`src/rtl/minesweeper_pkg.sv`:
```
// -----------------------------------------------------------------------------
// minesweeper_pkg
// Shared definitions for the Minesweeper board logic:
//   - cell state encodings stored in the board state array
//   - neighbour-number encoding for a mine
//   - default board geometry
//   - reveal controller FSM state encoding
//   - neighbour direction offset table (dir 0..7 = NW,N,NE,W,E,SW,S,SE)
// -----------------------------------------------------------------------------
package minesweeper_pkg;

   localparam int DEF_ROWS = 5;
   localparam int DEF_COLS = 5;

   localparam logic [1:0] ST_HIDDEN   = 2'd0;
   localparam logic [1:0] ST_REVEALED = 2'd1;
   localparam logic [1:0] ST_FLAGGED  = 2'd2;

   localparam logic [3:0] NUM_ZERO = 4'd0;
   localparam logic [3:0] NUM_MINE = 4'd9;

   typedef enum logic [2:0] {
      S_IDLE  = 3'd0,
      S_POP   = 3'd1,
      S_WAIT  = 3'd2,
      S_EVAL  = 3'd3,
      S_NEIGH = 3'd4,
      S_DONE  = 3'd5
   } fsm_state_t;

   // Row/column offsets, indexed by the 3-bit neighbour direction.
   localparam int DIR_DROW [8] = '{-1, -1, -1,  0, 0,  1, 1, 1};
   localparam int DIR_DCOL [8] = '{-1,  0,  1, -1, 1, -1, 0, 1};

   // Bit width able to hold 0..v-1, never less than 1.
   function automatic int clog2_min1(input int v);
      return (v <= 2) ? 1 : $clog2(v);
   endfunction

endpackage

```
`src/rtl/reveal_fifo.sv`:
```
// -----------------------------------------------------------------------------
// reveal_fifo
// Circular FIFO holding cells waiting to be examined by the reveal controller.
// No full check: the caller guarantees at most DEPTH pushes between flushes.
// Ports:
//   clk_i        clock, rising edge
//   rst_ni       asynchronous active-low reset (empties the FIFO)
//   flush_i      synchronous flush, takes priority over push/pop
//   push_i       write push_data_i at the tail
//   push_data_i  entry to store
//   pop_i        drop the head entry (ignored while empty)
//   head_o       current head entry, valid while empty_o is low
//   empty_o      FIFO holds no entries
// -----------------------------------------------------------------------------
module reveal_fifo #(
   parameter int DEPTH = 25,
   parameter int WIDTH = 6
) (
   input  logic             clk_i,
   input  logic             rst_ni,
   input  logic             flush_i,
   input  logic             push_i,
   input  logic [WIDTH-1:0] push_data_i,
   input  logic             pop_i,
   output logic [WIDTH-1:0] head_o,
   output logic             empty_o
);

   localparam int AW = (DEPTH <= 2) ? 1 : $clog2(DEPTH);
   localparam logic [AW-1:0] LAST = AW'(DEPTH - 1);

   logic [WIDTH-1:0] mem_q [DEPTH];
   logic [AW-1:0]    wr_ptr_q;
   logic [AW-1:0]    rd_ptr_q;
   logic [AW:0]      count_q;
   logic             do_push;
   logic             do_pop;

   assign empty_o = (count_q == '0);
   assign head_o  = mem_q[rd_ptr_q];
   assign do_push = push_i && !flush_i;
   assign do_pop  = pop_i && !flush_i && !empty_o;

   // Storage carries no reset; only the pointers define its contents.
   always_ff @(posedge clk_i) begin
      if (do_push) begin
         mem_q[wr_ptr_q] <= push_data_i;
      end
   end

   always_ff @(posedge clk_i or negedge rst_ni) begin
      if (!rst_ni) begin
         wr_ptr_q <= '0;
         rd_ptr_q <= '0;
         count_q  <= '0;
      end else if (flush_i) begin
         wr_ptr_q <= '0;
         rd_ptr_q <= '0;
         count_q  <= '0;
      end else begin
         if (do_push) begin
            wr_ptr_q <= (wr_ptr_q == LAST) ? '0 : wr_ptr_q + AW'(1);
         end
         if (do_pop) begin
            rd_ptr_q <= (rd_ptr_q == LAST) ? '0 : rd_ptr_q + AW'(1);
         end
         case ({do_push, do_pop})
            2'b10:   count_q <= count_q + (AW+1)'(1);
            2'b01:   count_q <= count_q - (AW+1)'(1);
            default: count_q <= count_q;
         endcase
      end
   end

endmodule

```
`src/rtl/flood_reveal_ctrl.sv`:
```
// -----------------------------------------------------------------------------
// flood_reveal_ctrl
// Reveals cells of the Minesweeper board. A flip request reveals one cell; a
// revealed cell whose neighbour number is 0 floods outward through a work
// queue. This block is the only writer of the board state array.
//
// Request handshake: a request is the rising edge of flip. It is accepted only
// when the controller is idle, flip_id addresses a board cell, and the game is
// not over (no mine hit, no win); otherwise it is dropped, never queued. An
// accepted request raises busy on the next cycle, and completes with a
// one-cycle done pulse in the cycle busy falls.
//
// Ports:
//   clock, reset_n          clock (rising edge), async active-low reset
//   flip, flip_id           reveal request level and requested cell index
//   st_rd_addr              read address for the state and number arrays
//   st_rd_data, num_rd_data cell state / number, 1-cycle read latency
//   st_we, st_wr_addr,      state write port; data is always "revealed"
//   st_wr_data
//   busy, done              operation in progress / end-of-operation pulse
//   hit_mine, win           game result flags
//   revealed_cnt            cells revealed since reset
//   dbg_state               current FSM state (fsm_state_t encoding)
// -----------------------------------------------------------------------------
module flood_reveal_ctrl
   import minesweeper_pkg::*;
#(
   parameter int ROWS  = DEF_ROWS,
   parameter int COLS  = DEF_COLS,
   parameter int CELLS = ROWS * COLS,
   parameter int MINES = 4,
   parameter int IDW   = 5
) (
   input  logic           clock,
   input  logic           reset_n,
   input  logic           flip,
   input  logic [31:0]    flip_id,
   output logic [IDW-1:0] st_rd_addr,
   input  logic [1:0]     st_rd_data,
   input  logic [3:0]     num_rd_data,
   output logic           st_we,
   output logic [IDW-1:0] st_wr_addr,
   output logic [1:0]     st_wr_data,
   output logic           busy,
   output logic           done,
   output logic           hit_mine,
   output logic           win,
   output logic [IDW:0]   revealed_cnt,
   output logic [2:0]     dbg_state
);

   localparam int RW = clog2_min1(ROWS);
   localparam int CW = clog2_min1(COLS);
   localparam int QW = RW + CW;

   fsm_state_t       state_q;
   logic             flip_q;
   logic [CELLS-1:0] mask_q;
   logic [RW-1:0]    cur_row_q;
   logic [CW-1:0]    cur_col_q;
   logic [2:0]       dir_q;

   logic             start;
   logic             accept;
   logic [IDW-1:0]   start_idx;
   logic [RW-1:0]    start_row;
   logic [CW-1:0]    start_col;

   int               nb_r;
   int               nb_c;
   logic             nb_in;
   logic [IDW-1:0]   nb_idx;
   logic             nb_push;

   logic             cell_hidden;
   logic             fifo_push;
   logic [QW-1:0]    fifo_push_data;
   logic             fifo_pop;
   logic             fifo_flush;
   logic [QW-1:0]    fifo_head;
   logic             fifo_empty;
   logic [RW-1:0]    head_row;
   logic [CW-1:0]    head_col;

   function automatic logic [IDW-1:0] cell_idx(input logic [RW-1:0] r,
                                               input logic [CW-1:0] c);
      return IDW'(int'(r) * COLS + int'(c));
   endfunction

   assign dbg_state = state_q;
   assign win = (revealed_cnt == (IDW+1)'(CELLS - MINES)) && !hit_mine;

   // Request qualification
   assign start     = flip && !flip_q;
   assign start_idx = flip_id[IDW-1:0];
   assign start_row = RW'(start_idx / IDW'(COLS));
   assign start_col = CW'(start_idx % IDW'(COLS));
   assign accept    = start && (state_q == S_IDLE) && (flip_id < 32'(CELLS))
                      && !hit_mine && !win;

   // Neighbour of the current cell selected by dir_q. Signed arithmetic so
   // that row/col -1 is recognised as off-board instead of wrapping.
   assign nb_r   = int'(cur_row_q) + DIR_DROW[dir_q];
   assign nb_c   = int'(cur_col_q) + DIR_DCOL[dir_q];
   assign nb_in  = (nb_r >= 0) && (nb_r < ROWS) && (nb_c >= 0) && (nb_c < COLS);
   assign nb_idx = nb_in ? IDW'(nb_r * COLS + nb_c) : '0;
   assign nb_push = (state_q == S_NEIGH) && nb_in && !mask_q[nb_idx];

   assign cell_hidden = (st_rd_data == ST_HIDDEN);

   // Queue control: pushes come from IDLE (start cell) and NEIGH only,
   // pops from POP only, so the two never coincide.
   assign fifo_push      = accept || nb_push;
   assign fifo_push_data = accept ? {start_row, start_col}
                                  : {RW'(nb_r), CW'(nb_c)};
   assign fifo_pop       = (state_q == S_POP);
   assign fifo_flush     = (state_q == S_EVAL) && cell_hidden
                           && (num_rd_data == NUM_MINE);
   assign head_row       = fifo_head[QW-1:CW];
   assign head_col       = fifo_head[CW-1:0];

   reveal_fifo #(
      .DEPTH (CELLS),
      .WIDTH (QW)
   ) u_fifo (
      .clk_i       (clock),
      .rst_ni      (reset_n),
      .flush_i     (fifo_flush),
      .push_i      (fifo_push),
      .push_data_i (fifo_push_data),
      .pop_i       (fifo_pop),
      .head_o      (fifo_head),
      .empty_o     (fifo_empty)
   );

   always_ff @(posedge clock or negedge reset_n) begin
      if (!reset_n) begin
         state_q      <= S_IDLE;
         flip_q       <= 1'b0;
         mask_q       <= '0;
         cur_row_q    <= '0;
         cur_col_q    <= '0;
         dir_q        <= '0;
         st_rd_addr   <= '0;
         st_we        <= 1'b0;
         st_wr_addr   <= '0;
         st_wr_data   <= ST_HIDDEN;
         busy         <= 1'b0;
         done         <= 1'b0;
         hit_mine     <= 1'b0;
         revealed_cnt <= '0;
      end else begin
         flip_q     <= flip;
         st_we      <= 1'b0;
         st_wr_data <= ST_HIDDEN;
         done       <= 1'b0;

         case (state_q)
            S_IDLE: begin
               if (accept) begin
                  // Fresh mask per operation, with the start cell marked.
                  mask_q            <= '0;
                  mask_q[start_idx] <= 1'b1;
                  busy              <= 1'b1;
                  state_q           <= S_POP;
               end
            end

            S_POP: begin
               cur_row_q  <= head_row;
               cur_col_q  <= head_col;
               st_rd_addr <= cell_idx(head_row, head_col);
               state_q    <= S_WAIT;
            end

            S_WAIT: begin
               state_q <= S_EVAL;
            end

            S_EVAL: begin
               if (cell_hidden) begin
                  st_we        <= 1'b1;
                  st_wr_addr   <= st_rd_addr;
                  st_wr_data   <= ST_REVEALED;
                  revealed_cnt <= revealed_cnt + (IDW+1)'(1);
                  if (num_rd_data == NUM_MINE) begin
                     hit_mine <= 1'b1;
                     state_q  <= S_DONE;
                  end else if (num_rd_data == NUM_ZERO) begin
                     dir_q   <= '0;
                     state_q <= S_NEIGH;
                  end else begin
                     state_q <= fifo_empty ? S_DONE : S_POP;
                  end
               end else begin
                  // Revealed or flagged: left untouched and not expanded.
                  state_q <= fifo_empty ? S_DONE : S_POP;
               end
            end

            S_NEIGH: begin
               if (nb_push) begin
                  mask_q[nb_idx] <= 1'b1;
               end
               dir_q <= dir_q + 3'd1;
               if (dir_q == 3'd7) begin
                  // The push made this cycle counts toward "non-empty".
                  state_q <= (!fifo_empty || nb_push) ? S_POP : S_DONE;
               end
            end

            S_DONE: begin
               done    <= 1'b1;
               busy    <= 1'b0;
               state_q <= S_IDLE;
            end

            default: begin
               busy    <= 1'b0;
               state_q <= S_IDLE;
            end
         endcase
      end
   end

endmodule

```
`config.mk`:
```
export PLATFORM = sky130hd
export DESIGN_NAME = flood_reveal_ctrl
export DESIGN_NICKNAME = d
export VERILOG_FILES = /design/src/rtl/minesweeper_pkg.sv /design/src/rtl/reveal_fifo.sv /design/src/rtl/flood_reveal_ctrl.sv
export SDC_FILE = /design/constraint.sdc
export NUM_CORES = 1
export LEC_CHECK = 0
export ABC_AREA = 1
export ABC_CLOCK_PERIOD_IN_PS = 5900
export CAP_MARGIN = 20
export CORE_ASPECT_RATIO = 0.6
export CORE_MARGIN = 2
export CORE_UTILIZATION = 29
export DETAILED_ROUTE_END_ITERATION = 10
export RECOVER_POWER = 25
export SYNTH_ARGS = -nofsm -noshare
export SYNTH_HDL_FRONTEND = slang
export SYNTH_SLANG_ARGS = --single-unit
```
`constraint.sdc`:
```
create_clock -name clock -period 5.9 [get_ports clock]
set_input_delay 1.18 -clock clock [delete_from_list [all_inputs] [get_ports clock]]
set_output_delay 1.18 -clock clock [all_outputs]
set_load 0.005 [all_outputs]
```
# == Word-level counts from Yosys, hierarchy flattened ==
# Memories as Yosys holds them, arrays and structs flattened.
# Cells that the tools add are included.
# word_totals
register_bits,76
mem_bits_rw,150
rom_bits,512
inputBits,41
output_inout_bits,26
word_cells,151
n_memories,3
# mem_list
name,words,width,read_ports,rd_clocked_by_memory_dff,write_ports,line,rtl
(no name shown),8,32,1,0,0,flood_reveal_ctrl.sv:104,assign nb_c = int'(cur_col_q) + DIR_DCOL[dir_q];
(no name shown),8,32,1,0,0,flood_reveal_ctrl.sv:103,assign nb_r = int'(cur_row_q) + DIR_DROW[dir_q];
u_fifo.mem_q,25,6,1,0,1,reveal_fifo.sv:32,logic [WIDTH-1:0] mem_q [DEPTH];
# classes
add_sub_neg,10
mul,2
n_div,2
magnitude_cmp,10
eq_ne,18
mux,44
n_bitwise,3
n_reduce_logical,42
# op_table
cell,count
2-to-1 mux 32 bit,4
adder 4 x 32 -> 32 bit,2
"greater-or-equal comparator 32 x 1 -> 1 bit, second input constant",2
"< comparator 32 x 4 -> 1 bit, second input constant",2
2-to-1 mux 25 bit,2
case mux 25 bit (2 select lines),1
2-to-1 mux 5 bit,7
"< comparator 32 x 5 -> 1 bit, second input constant",1
"multiplier 32 x 4 -> 5 bit, second input constant",1
2-to-1 mux 3 bit,10
bitwise OR 25 bit,1
logical AND 1 bit,18
case mux 3 bit (5 select lines),1
"adder 6 x 1 -> 6 bit, second input constant",2
"< comparator 5 x 6 -> 1 bit, second input constant",2
2-to-1 mux 6 bit,2
case mux 6 bit (2 select lines),1
2-to-1 mux 1 bit,11
"adder 5 x 1 -> 5 bit, second input constant",2
demux 1 bit (select 5 bit),2
"== test 5 bit, second input constant",2
"greater-or-equal comparator 5 x 1 -> 1 bit, second input constant",2
"== test 3 bit, second input constant",3
"inequality test 2 bit, second input constant",4
other kinds (32),46

# == Logic depth before layout (Yosys ltp) ==
# Gate-level depths: netlist of run 1.
# logic_depth
ltp_word,19
ltp_mapped,37
mapped_depth_nobuf,37

# == Cells and area by module ==
# A second synthesis of run 1 with hierarchy kept.
# unflattened
hier_cells,1410
area_unflattened_um2,12403.1
# by_module_without_submodules
mod,instances,cells_each,area_each_um2,seq_area_each_um2
reveal_fifo,1,706,7375.8,4904.7
flood_reveal_ctrl,1,704,5027.3,1451.4

# == Worst setup path after synthesis of run 1 ==
# OpenSTA, ideal clock, no wires.
# synth_timing
path_type,register to register
startpoint,reg dir_q[0]
endpoint,mem u_fifo.mem_q[10][0] (enable)
setup_time_ns,0.350
t_arrival_ns,5.454
required_time_ns,5.550
path_slack_ns,0.097
stages_incl_launch_ff,34
n_path_buf,0
synth_period_minus_slack_ns,5.803
cell_sequence,dfrtp_1 inv_1 ha_1 o21ai_0 ha_1 inv_1 nand3_1 nand2_1 inv_1 ha_1 fa_1 inv_1 ha_1 nand2_1 inv_1 a21oi_1 inv_1 nand2_1 nand2_1 nand2_1 nand2_1 inv_2 nand2_1 nand2_1 inv_1 nand2_1 nor2_1 nor2_1 nand2_1 nor2_4 nor2_8 inv_4 nand2_2 nor2_1
# synth_via
elab_chain_len,18
elab_cells_between_ends,28
cone_classes,3 x add/sub; 1 x mul; 4 x order compare; 9 x mux; 1 x bitwise; 8 x reduce/logical; 2 x memory
# synth_rtl
element,line,rtl
"start, declared",flood_reveal_ctrl.sv:61,logic [2:0] dir_q;
"start signal, assigned",flood_reveal_ctrl.sv:205,dir_q <= dir_q + 3'd1;
inverter 3 -> 4 bit (implied by the code) *,"flood_reveal_ctrl.sv:103, flood_reveal_ctrl.sv:104",
branches (longest 12 deep; another with memory read (8 x 32 bit)),-,
logical AND 1 bit *,flood_reveal_ctrl.sv:107,assign nb_push = (state_q == S_NEIGH) && nb_in && !mask_q[nb_idx];
logical OR 1 bit *,flood_reveal_ctrl.sv:113,assign fifo_push = accept || nb_push;
logical AND 1 bit *,reveal_fifo.sv:41,assign do_push = push_i && !flush_i;
2-to-1 mux 1 bit *,reveal_fifo.sv:46,if (do_push) begin
2-to-1 mux 1 bit (implied by the code) *,reveal_fifo.sv:47,mem_q[wr_ptr_q] <= push_data_i;
"end, declared",reveal_fifo.sv:32,
# Mark *: on every way between the ends. The select of a mux whose other input is x is not followed.

# == Worst setup path after layout of run 1 ==
# layout_timing
startpoint,reg dir_q[0]
endpoint,mem u_fifo.mem_q[9][1] (enable)
# Same word-level chain as after synthesis.

==> reports/metrics.cfg, run 1 <==
[status]
status = finished, violations left
violations = capacitance limit, slew limit

[routing]
routed_via_density = 5.05
wirelength_mm = 33.7
antenna_left = 0
drt-initial-drc-count = 1026
remaining_drc_errors = 0
dr.pass1.iters = 7
vias = 9624
routedWlPerCell_microns = 17.7

[timing]
finalSetupTns_ps = 0
hold_violations = 0
slew_headroom = -0.0547
finalCritPeriodShare = 0.925
finalMaxSlewViolations = 31
fin_skew_ps = 24.8
rsz0062_at_grt = no
worst_pin_slew_ps = 1580
setup_viol = 0
fmax_mhz = 183
min_period_ps = 5460

[finish]
final_cells = 1906
final_core_util = 0.350
layout-drive-gt1-share = 0.0822
nets = 1465
areaGrowthSynthToFinish_pct = 19.5
multi_input_area_sq_um = 5010
regArea_sq_um = 6360
n_fill_cell = 3965
antenna_cells = 0

[clock_network]
cts.htree.levels = 1
clkTransAtPathRegs_ps = 60
clk_path_buf_depth = 3
cts_tree = done
clock_sink_count = 224
root_buffer = clkbuf_16
cts-hold-fix-buffers = 0
insertion_delay_ps = 540
cts_buffers = 24

[placed_design]
hpwlAfterDp_mm = 23.9
io_buffers = 65
place_congestion = 0.952
dp_cells = 1861

[global_route]
grt_use_total = 0.159
antenna_found_initial = 0
grt_max_degree = 75
grt_pass1_wl_mm = 53.0
overflow = 0
grt_pass1_vias = 8986

[die]
die-area_sq_um = 42400
dieHeight_microns = 160
row_count = 57
start_util = 0.293
coreArea_sq_um = 40300
die_x_microns = 265
pin_count = 67

[worst_hold_path]
hp-class = flip-flop to flip-flop

[critical_path]
cp_max_fo = 10
crit_path_frequent_cell = nand2_1
critPathCaptureType = flip-flop
crit_arrival_ps = 5690
cp-start-kind = flip-flop
setup.worst_path.class = flip-flop to flip-flop
slowest_delay_ps = 500
critPathSlowestCell = fa_1
cp.required_ps = 6130

[pwr]
swShare = 0.465
ir_worst_vdd_v = 0.000545
cellLeakagePower_nw = 5.67
combPwrFrac = 0.541
p_int_mw = 4.41
p_seq_frac = 0.272
p_switching_mw = 3.83
power.share.clock = 0.187
powerDensity_nw_per_um2 = 583

[flow_run]
cap_violations = 2

[synth]
syn_nets = 1395
synth_ff_type = edfxtp_1
synth-async-reset-ratio = 0.330
netlist_area_sq_um = 11800
ys_top_cells_by_count = nand2_1 (247), nor2_1 (194), edfxtp_1 (150), o21ai_0 (120), inv_1 (103)
ys_ff_latch = 224
synth_cell_types = 42
synth_cells = 1287
yosysSeqAreaShare = 0.538
syn_avg_cell_area_sq_um = 9.18
synth_most_common_cell = nand2_1
synth_top_area_frac = 0.381
synth-edff-count = 150
synth_area_leaders = edfxtp_1 (38%), dfrtp_1 (16%), nand2_1 (7.9%)
synth_top_area_cell = edfxtp_1
ys_warn_count = 0

kinds of logic (layout without fill, tap and decap cells):
family                     after synthesis  after routing  share of synthesized area
and+or+nand+nor                        574            574                      0.206
AOI/OAI and AO/OA                      242            242                      0.112
DFF                                    224            224                      0.538
buffers and inverters                  158            246                     0.0535
adders and majority gates               67             67                     0.0742
xor gates and xnor gates                20             20                     0.0148
other                                    1              1                   0.000318
muxes                                    1              1                   0.000848
stage by stage:
step	hold WS (ps)	total power [mW]	setup slack [ps]	area [sq um]
floorplan	449	5.13	96.7	11800
global placement	462	6.60	317	13100
detailed placement	468	6.63	144	13100
CTS	483	8.22	121	13900
global route	502	8.94	33.9	14100
finish	474	8.24	442	14100
layout by cell type, fill, tap and decap left out, drive strengths merged, types with 2 or more instances in the layout:
cell type and instances:
xnor2 8, a31oi 3, nor4 14, dlygate4sd3 22, nand4 32, o211ai 7, nand3 63, o221ai 8
nand2 255, bufinv 3, edfxtp 150, o21ai 146, nor2 199, o31ai 2, clkbuf 30, clkinv 12
or2 2, dfrtp 74, nor3 5, clkdlybuf4s50 42, ha 62, buf 24, xor2 12, clkinvlp 5
inv 108, a41oi 2, o22ai 37, a21oi 36, fa 5
registers in the layout (all words and copies together) (netlist names), 5 cells and up:
| signal | flops |
|---|---|
| st_wr_addr | 5 |
| u_fifo.rd_ptr_q | 5 |
| u_fifo.wr_ptr_q | 5 |
| revealed_cnt | 6 |
| mask_q | 25 |
| st_rd_addr | 5 |
| u_fifo.count_q | 6 |
| u_fifo.mem_q | 150 |
final timing paths:
kind                                      end     startpoint  depth (start not counted)  slack, ps
min                             st_wr_addr[2]  st_wr_addr[2]                          2        470
max reg2reg                u_fifo.mem_q[9][1]       dir_q[0]                         37        440
min reg2reg                     st_wr_addr[2]  st_wr_addr[2]                          2        470
max                        u_fifo.mem_q[9][1]       dir_q[0]                         37        440
min in group asynchronous     revealed_cnt[2]        reset_n                          1        620
max in group asynchronous          mask_q[17]        reset_n                          2       4540
area by class of cell:
| cell class | instances | area share |
|---|---|---|
| clock buffer | 27 | 0.0433 |
| clock inverter | 17 | 0.0137 |
| inverter | 111 | 0.0297 |
| multi-input combinational | 905 | 0.355 |
| sequential | 224 | 0.450 |
| tap | 531 | 0.0471 |
| timing repair buffer | 91 | 0.0606 |
critical path: cells and delay by family (launching register included):
kind / cells / cell delay, ps
compound gates: 3 / 370
simple gates: 18 / 1590
fa+ha+maj: 6 / 1840
buf+inv: 10 / 900
flops: 1 / 440
layer usage:
layer,share of wire,global-route usage,vias to the layer above,routed length [microns]
li1,-,-,4565,-
met1,0.50,0.253,4625,16900
met2,0.38,0.205,399,12900
met3,0.099,0.0504,35,3330
met4,0.016,0.0307,0,541
met5,0,0,-,0
repair_timing:
item	CTS	global route
resized for setup	0	43
endpoints found under the setup margin	0	157
buffers inserted	0	0
power by group through the flow:
| stage | combinational [mW] | clock (mW) | sequential [mW] |
|---|---|---|---|
| floorplan | 2.87 | 0 | 2.26 |
| global route | 5.04 | 1.64 | 2.26 |
| detailed placement | 4.36 | 0 | 2.27 |
| CTS | 4.40 | 1.58 | 2.24 |
| finish | 4.45 | 1.54 | 2.24 |
| global placement | 4.33 | 0 | 2.27 |
(Power assumes the default switching activity.)
==> run 2: changes to the inputs <==
--- a/config.mk
+++ b/config.mk
@@ -6,7 +6,7 @@
 export NUM_CORES = 1
 export LEC_CHECK = 0
 export ABC_AREA = 1
-export ABC_CLOCK_PERIOD_IN_PS = 5900
+export ABC_CLOCK_PERIOD_IN_PS = 5800
 export CAP_MARGIN = 20
 export CORE_ASPECT_RATIO = 0.6
 export CORE_MARGIN = 2
==> constraint.sdc (replaced) <==
create_clock -name clock -period 5.8 [get_ports clock]
set_input_delay 1.16 -clock clock [delete_from_list [all_inputs] [get_ports clock]]
set_output_delay 1.16 -clock clock [all_outputs]
set_load 0.005 [all_outputs]
==> reports/metrics.cfg, run 2 (same netlist as run 1, synthesis figures left out) <==
[die]
coreArea_sq_um = 40300
dieHeight_microns = 160
start_util = 0.293
row_count = 57
die-area_sq_um = 42400
pin_count = 67
die_x_microns = 265

[global_route]
overflow = 0
antenna_found_initial = 1
grt_pass1_wl_mm = 51.6
grt_pass1_vias = 8749
grt_max_degree = 75
grt_use_total = 0.156

[timing]
hold_violations = 0
finalMaxSlewViolations = 112
finalCritPeriodShare = 0.922
slew_headroom = -1.22
fin_skew_ps = 17.8
rsz0062_at_grt = yes
fmax_mhz = 187
worst_slack_ps = 454
worst_pin_slew_ps = 3320
min_period_ps = 5350
setup_viol = 0
fin_hold_ws_ps = 471

[pwr]
powerDensity_nw_per_um2 = 589
ir_worst_vdd_v = 0.000543
cellLeakagePower_nw = 5.65

[finish]
largest_register = u_fifo.mem_q
largest_reg_flops = 150
antenna_cells = 0
layout-drive-gt1-share = 0.0859
fin_area_sq_um = 14200
mostFrequentLayoutCells = nand2_1 (247), nor2_1 (172), edfxtp_1 (150)
reg_top3 = u_fifo.mem_q: 150 flops, mask_q: 25 flops
areaGrowthSynthToFinish_pct = 19.9
nets = 1465
n_fill_cell = 4025
layout.cells.most_common = nand2_1

[clock_network]
post_cts_buffers = 0
cts.htree.levels = 1
cts-resized-gates = 0
clock_sink_count = 224
cts_tree = done
clkTransAtPathRegs_ps = 60
clk_path_buf_depth = 3
root_buffer = clkbuf_16
cts_buffers = 23
cts-hold-fix-buffers = 0
insertion_delay_ps = 540

[routing]
remaining_drc_errors = 0
dr.pass1.iters = 7
antenna_left = 0
wirelength_mm = 33.5
drt-initial-drc-count = 1203
routedWlPerCell_microns = 17.6
routed_via_density = 5.05
vias = 9619

[critical_path]
cp.required_ps = 6030
slowest_delay_ps = 500
crit_path_start = dir_q[0]
r2r_start = dir_q[0]
critPathCaptureType = flip-flop
setup.worst_path.class = flip-flop to flip-flop
cp-start-kind = flip-flop
cp_max_fo = 10
crit_path_frequent_cell = nand2_1
crit_arrival_ps = 5580
critPathSlowestCell = fa_1

[status]
violations = capacitance limit, slew limit
status = finished, violations left

[placed_design]
place_area_sq_um = 13100
place_worst_setup_slack_ps = 117
io_buffers = 65
hpwlAfterDp_mm = 23.9
place_congestion = 0.923

[worst_hold_path]
hp-class = flip-flop to flip-flop
hold_path.startpoint = st_wr_addr[2]

[flow_run]
cap_violations = 2

run 2: changes by cell type in the layout (fill, tap and decap cells not counted), sizes merged:
cell,change
bufinv,+2
dlygate4sd3,+1
clkbuf,-3
clkinv,+3
clkinvlp,-4
buf,+1
clkdlybuf4s50,-1
run 2: through the flow:
stage | util | power, mW | instances | TNS, ps
6_report | 0.351 | 8.34 | 1905 | 0
5_1_grt | 0.351 | 9.04 | 1905 | -40.8
3_5_place_dp | 0.326 | 6.71 | 1862 | 0
3_3_place_gp | 0.326 | 6.69 | 1862 | 0
2_1_floorplan | - | 5.22 | 1287 | 0
4_1_cts | 0.346 | 8.33 | 1904 | 0
run 2: area by class of cell:
cell class | count | area [sq um] | share of cell area
Clock buffer | 24 | 579 | 0.0409
Clock inverter | 18 | 220 | 0.0156
Inverter | 111 | 422 | 0.0298
Multi-Input combinational cell | 905 | 5070 | 0.358
Sequential cell | 224 | 6360 | 0.449
Tap cell | 531 | 664 | 0.0469
Timing Repair Buffer | 92 | 843 | 0.0596
run 2: critical path: cells and delay by family, from the launching register on:
kind                       cells  cell delay, ps
buffers and inverters         11             910
and+or+nand+nor               17            1490
DFF                            1             440
AOI/OAI and AO/OA              3             400
adders and majority gates      6            1810
run 2: worst paths after layout:
| path | end | slack (ps) | cells past startpoint |
|---|---|---|---|
| max | u_fifo.mem_q[9][1] | 450 | 37 |
| min | st_wr_addr[2] | 470 | 2 |
| max reg2reg | u_fifo.mem_q[9][1] | 450 | 37 |
| min reg2reg | st_wr_addr[2] | 470 | 2 |
| max in group asynchronous | dir_q[0] | 1160 | 2 |
| min in group asynchronous | revealed_cnt[4] | 750 | 1 |
run 2: metal layers:
| metal | wire length [microns] | share of wire | GRT usage | vias up |
|---|---|---|---|---|
| li1 | - | - | - | 4577 |
| met1 | 17300 | 0.52 | 0.261 | 4603 |
| met2 | 12800 | 0.38 | 0.200 | 411 |
| met3 | 3020 | 0.090 | 0.0310 | 28 |
| met4 | 391 | 0.012 | 0.0276 | 0 |
| met5 | 0 | 0 | 0 | - |
run 2: report_power, final:
| part | switching (mW) | internal (mW) |
|---|---|---|
| clock network | 0.641 | 0.951 |
| registers | 0.180 | 2.16 |
| logic | 3.00 | 1.41 |
| total | 3.82 | 4.52 |
==> run 3: changes to the inputs <==
--- a/config.mk
+++ b/config.mk
@@ -8,7 +8,6 @@
 export ABC_AREA = 1
 export ABC_CLOCK_PERIOD_IN_PS = 5800
 export CAP_MARGIN = 20
-export CORE_ASPECT_RATIO = 0.6
 export CORE_MARGIN = 2
 export CORE_UTILIZATION = 29
 export DETAILED_ROUTE_END_ITERATION = 10
==> reports/metrics.cfg, run 3 (same netlist as run 1, synthesis figures left out) <==
[critical_path]
setup.worst_path.class = flip-flop to flip-flop
r2r_cells = 36
regToRegSetupSlack_ps = 400
crit_arrival_ps = 5610
crit_path_frequent_cell = nand2_1
critPathSlowestCell = fa_1
cp.required_ps = 6000
critPathCaptureType = flip-flop
cp_max_fo = 10
cp-start-kind = flip-flop
slowest_delay_ps = 490

[routing]
remaining_drc_errors = 0
vias = 9303
routed_via_density = 4.92
antenna_left = 0
dr.pass1.iters = 6
wirelength_mm = 31.0
routedWlPerCell_microns = 16.4
drt-initial-drc-count = 844

[die]
dieHeight_microns = 206
die-area_sq_um = 42300
coreArea_sq_um = 40000
pin_count = 67
die_x_microns = 206
row_count = 73
start_util = 0.295

[timing]
hold_violations = 0
slew_headroom = -0.545
finalCritPeriodShare = 0.932
finalMaxSlewViolations = 117
fin_skew_ps = 15.1
worst_pin_slew_ps = 2320
fmax_mhz = 185
setup_viol = 0
fin_hold_ws_ps = 472
min_period_ps = 5400

[flow_run]
cap_violations = 3

[pwr]
power.share.clock = 0.185
p_switching_mw = 3.66
cellLeakagePower_nw = 5.57
p_int_mw = 4.45
combPwrFrac = 0.533
ir_worst_vdd_v = 0.000314
p_seq_frac = 0.283
swShare = 0.451
powerDensity_nw_per_um2 = 575

[finish]
largest_reg_flops = 150
areaGrowthSynthToFinish_pct = 19.4
mostFrequentLayoutCells = nand2_1 (246), nor2_1 (169), edfxtp_1 (150)
layout.cells.most_common = nand2_1
n_fill_cell = 3982
final_core_util = 0.353
layout-drive-gt1-share = 0.0768
antenna_cells = 0
largest_register = u_fifo.mem_q
nets = 1459
reg_top3 = u_fifo.mem_q: 150 flops, mask_q: 25 flops
final_cells = 1892

[global_route]
grt_max_degree = 75
grt_pass1_vias = 9040
grt_pass1_wl_mm = 48.7
overflow = 0
grt_use_total = 0.146
antenna_found_initial = 0

[placed_design]
place_congestion = 0.913
hpwlAfterDp_mm = 21.9
dp_cells = 1848
io_buffers = 65

[worst_hold_path]
holdPathStages = 2
hp-class = flip-flop to flip-flop

[clock_network]
cts_buffers = 24
insertion_delay_ps = 520
cts_tree = done
clkTransAtPathRegs_ps = 60
clk_path_buf_depth = 3
clock_sink_count = 224
root_buffer = clkbuf_16
cts.htree.levels = 1

[status]
violations = capacitance limit, slew limit
status = finished, violations left

run 3: cell types whose count changed in the layout (fill, tap and decap cells not counted), sizes merged:
cell | before | now
inv | 108 | 107
bufinv | 5 | 3
buf | 25 | 17
dlygate4sd3 | 23 | 22
clkdlybuf4s50 | 41 | 42
clkinvlp | 1 | 0
clkbuf | 27 | 32
run 3: layout make-up:
cell class	count	area, sq um	area share
clock buffer	28	616	0.0437
clock inverter	14	149	0.0106
inverter	111	424	0.0301
multi-input combinational	905	5100	0.362
sequential	224	6360	0.451
tap	525	657	0.0466
timing repair buffer	85	800	0.0567
run 3: repair_timing:
action | CTS | global route
pin swaps | 0 | 4
buffers inserted | 0 | 2
setup endpoints to repair | 120 | 180
hold buffers | 0 | 0
endpoints found under the hold margin | 0 | 0
resized for setup | 13 | 53
run 3: metrics by stage:
step | TNS [ps] | worst slack (ps) | instance area (sq um) | power, mW
floorplan | 0 | 365 | 11800 | 5.22
CTS | -3850 | -114 | 13900 | 8.13
global placement | 0 | 177 | 13100 | 6.56
detailed placement | -3920 | -73.4 | 13100 | 6.61
finish | 0 | 396 | 14100 | 8.10
global route | -203 | -20.5 | 14100 | 8.78
run 3: metal layers:
metal / track usage / up-vias / routed length [microns] / part of all wire
met1: 0.196 / 4449 / 13700 / 0.44
met4: 0.0452 / 0 / 757 / 0.024
li1: - / 4552 / - / -
met2: 0.241 / 249 / 14600 / 0.47
met5: 0 / - / 0 / 0
met3: 0.0217 / 53 / 1920 / 0.062
run 3: worst max-delay path, delay by kind of cell (launching register included):
kind	cells	cell delay, ps
compound gates	3	430
simple gates	17	1640
flops	1	440
buf+inv	10	710
fa+ha+maj	6	1830
run 3: power groups by stage:
| stage | clock, mW | combinational (mW) | sequential, mW |
|---|---|---|---|
| floorplan | 0 | 2.92 | 2.30 |
| global placement | 0 | 4.24 | 2.32 |
| detailed placement | 0 | 4.29 | 2.33 |
| finish | 1.50 | 4.32 | 2.29 |
| CTS | 1.53 | 4.31 | 2.30 |
| global route | 1.59 | 4.88 | 2.31 |
run 3: worst paths after layout:
check                              startpoint                  to
worst max-delay path                 dir_q[0]  u_fifo.mem_q[3][3]
worst min-delay path            st_wr_addr[2]       st_wr_addr[2]
worst max register to register       dir_q[0]  u_fifo.mem_q[3][3]
worst min register to register  st_wr_addr[2]       st_wr_addr[2]
max in group asynchronous             reset_n  u_fifo.rd_ptr_q[0]
min in group asynchronous             reset_n           mask_q[8]
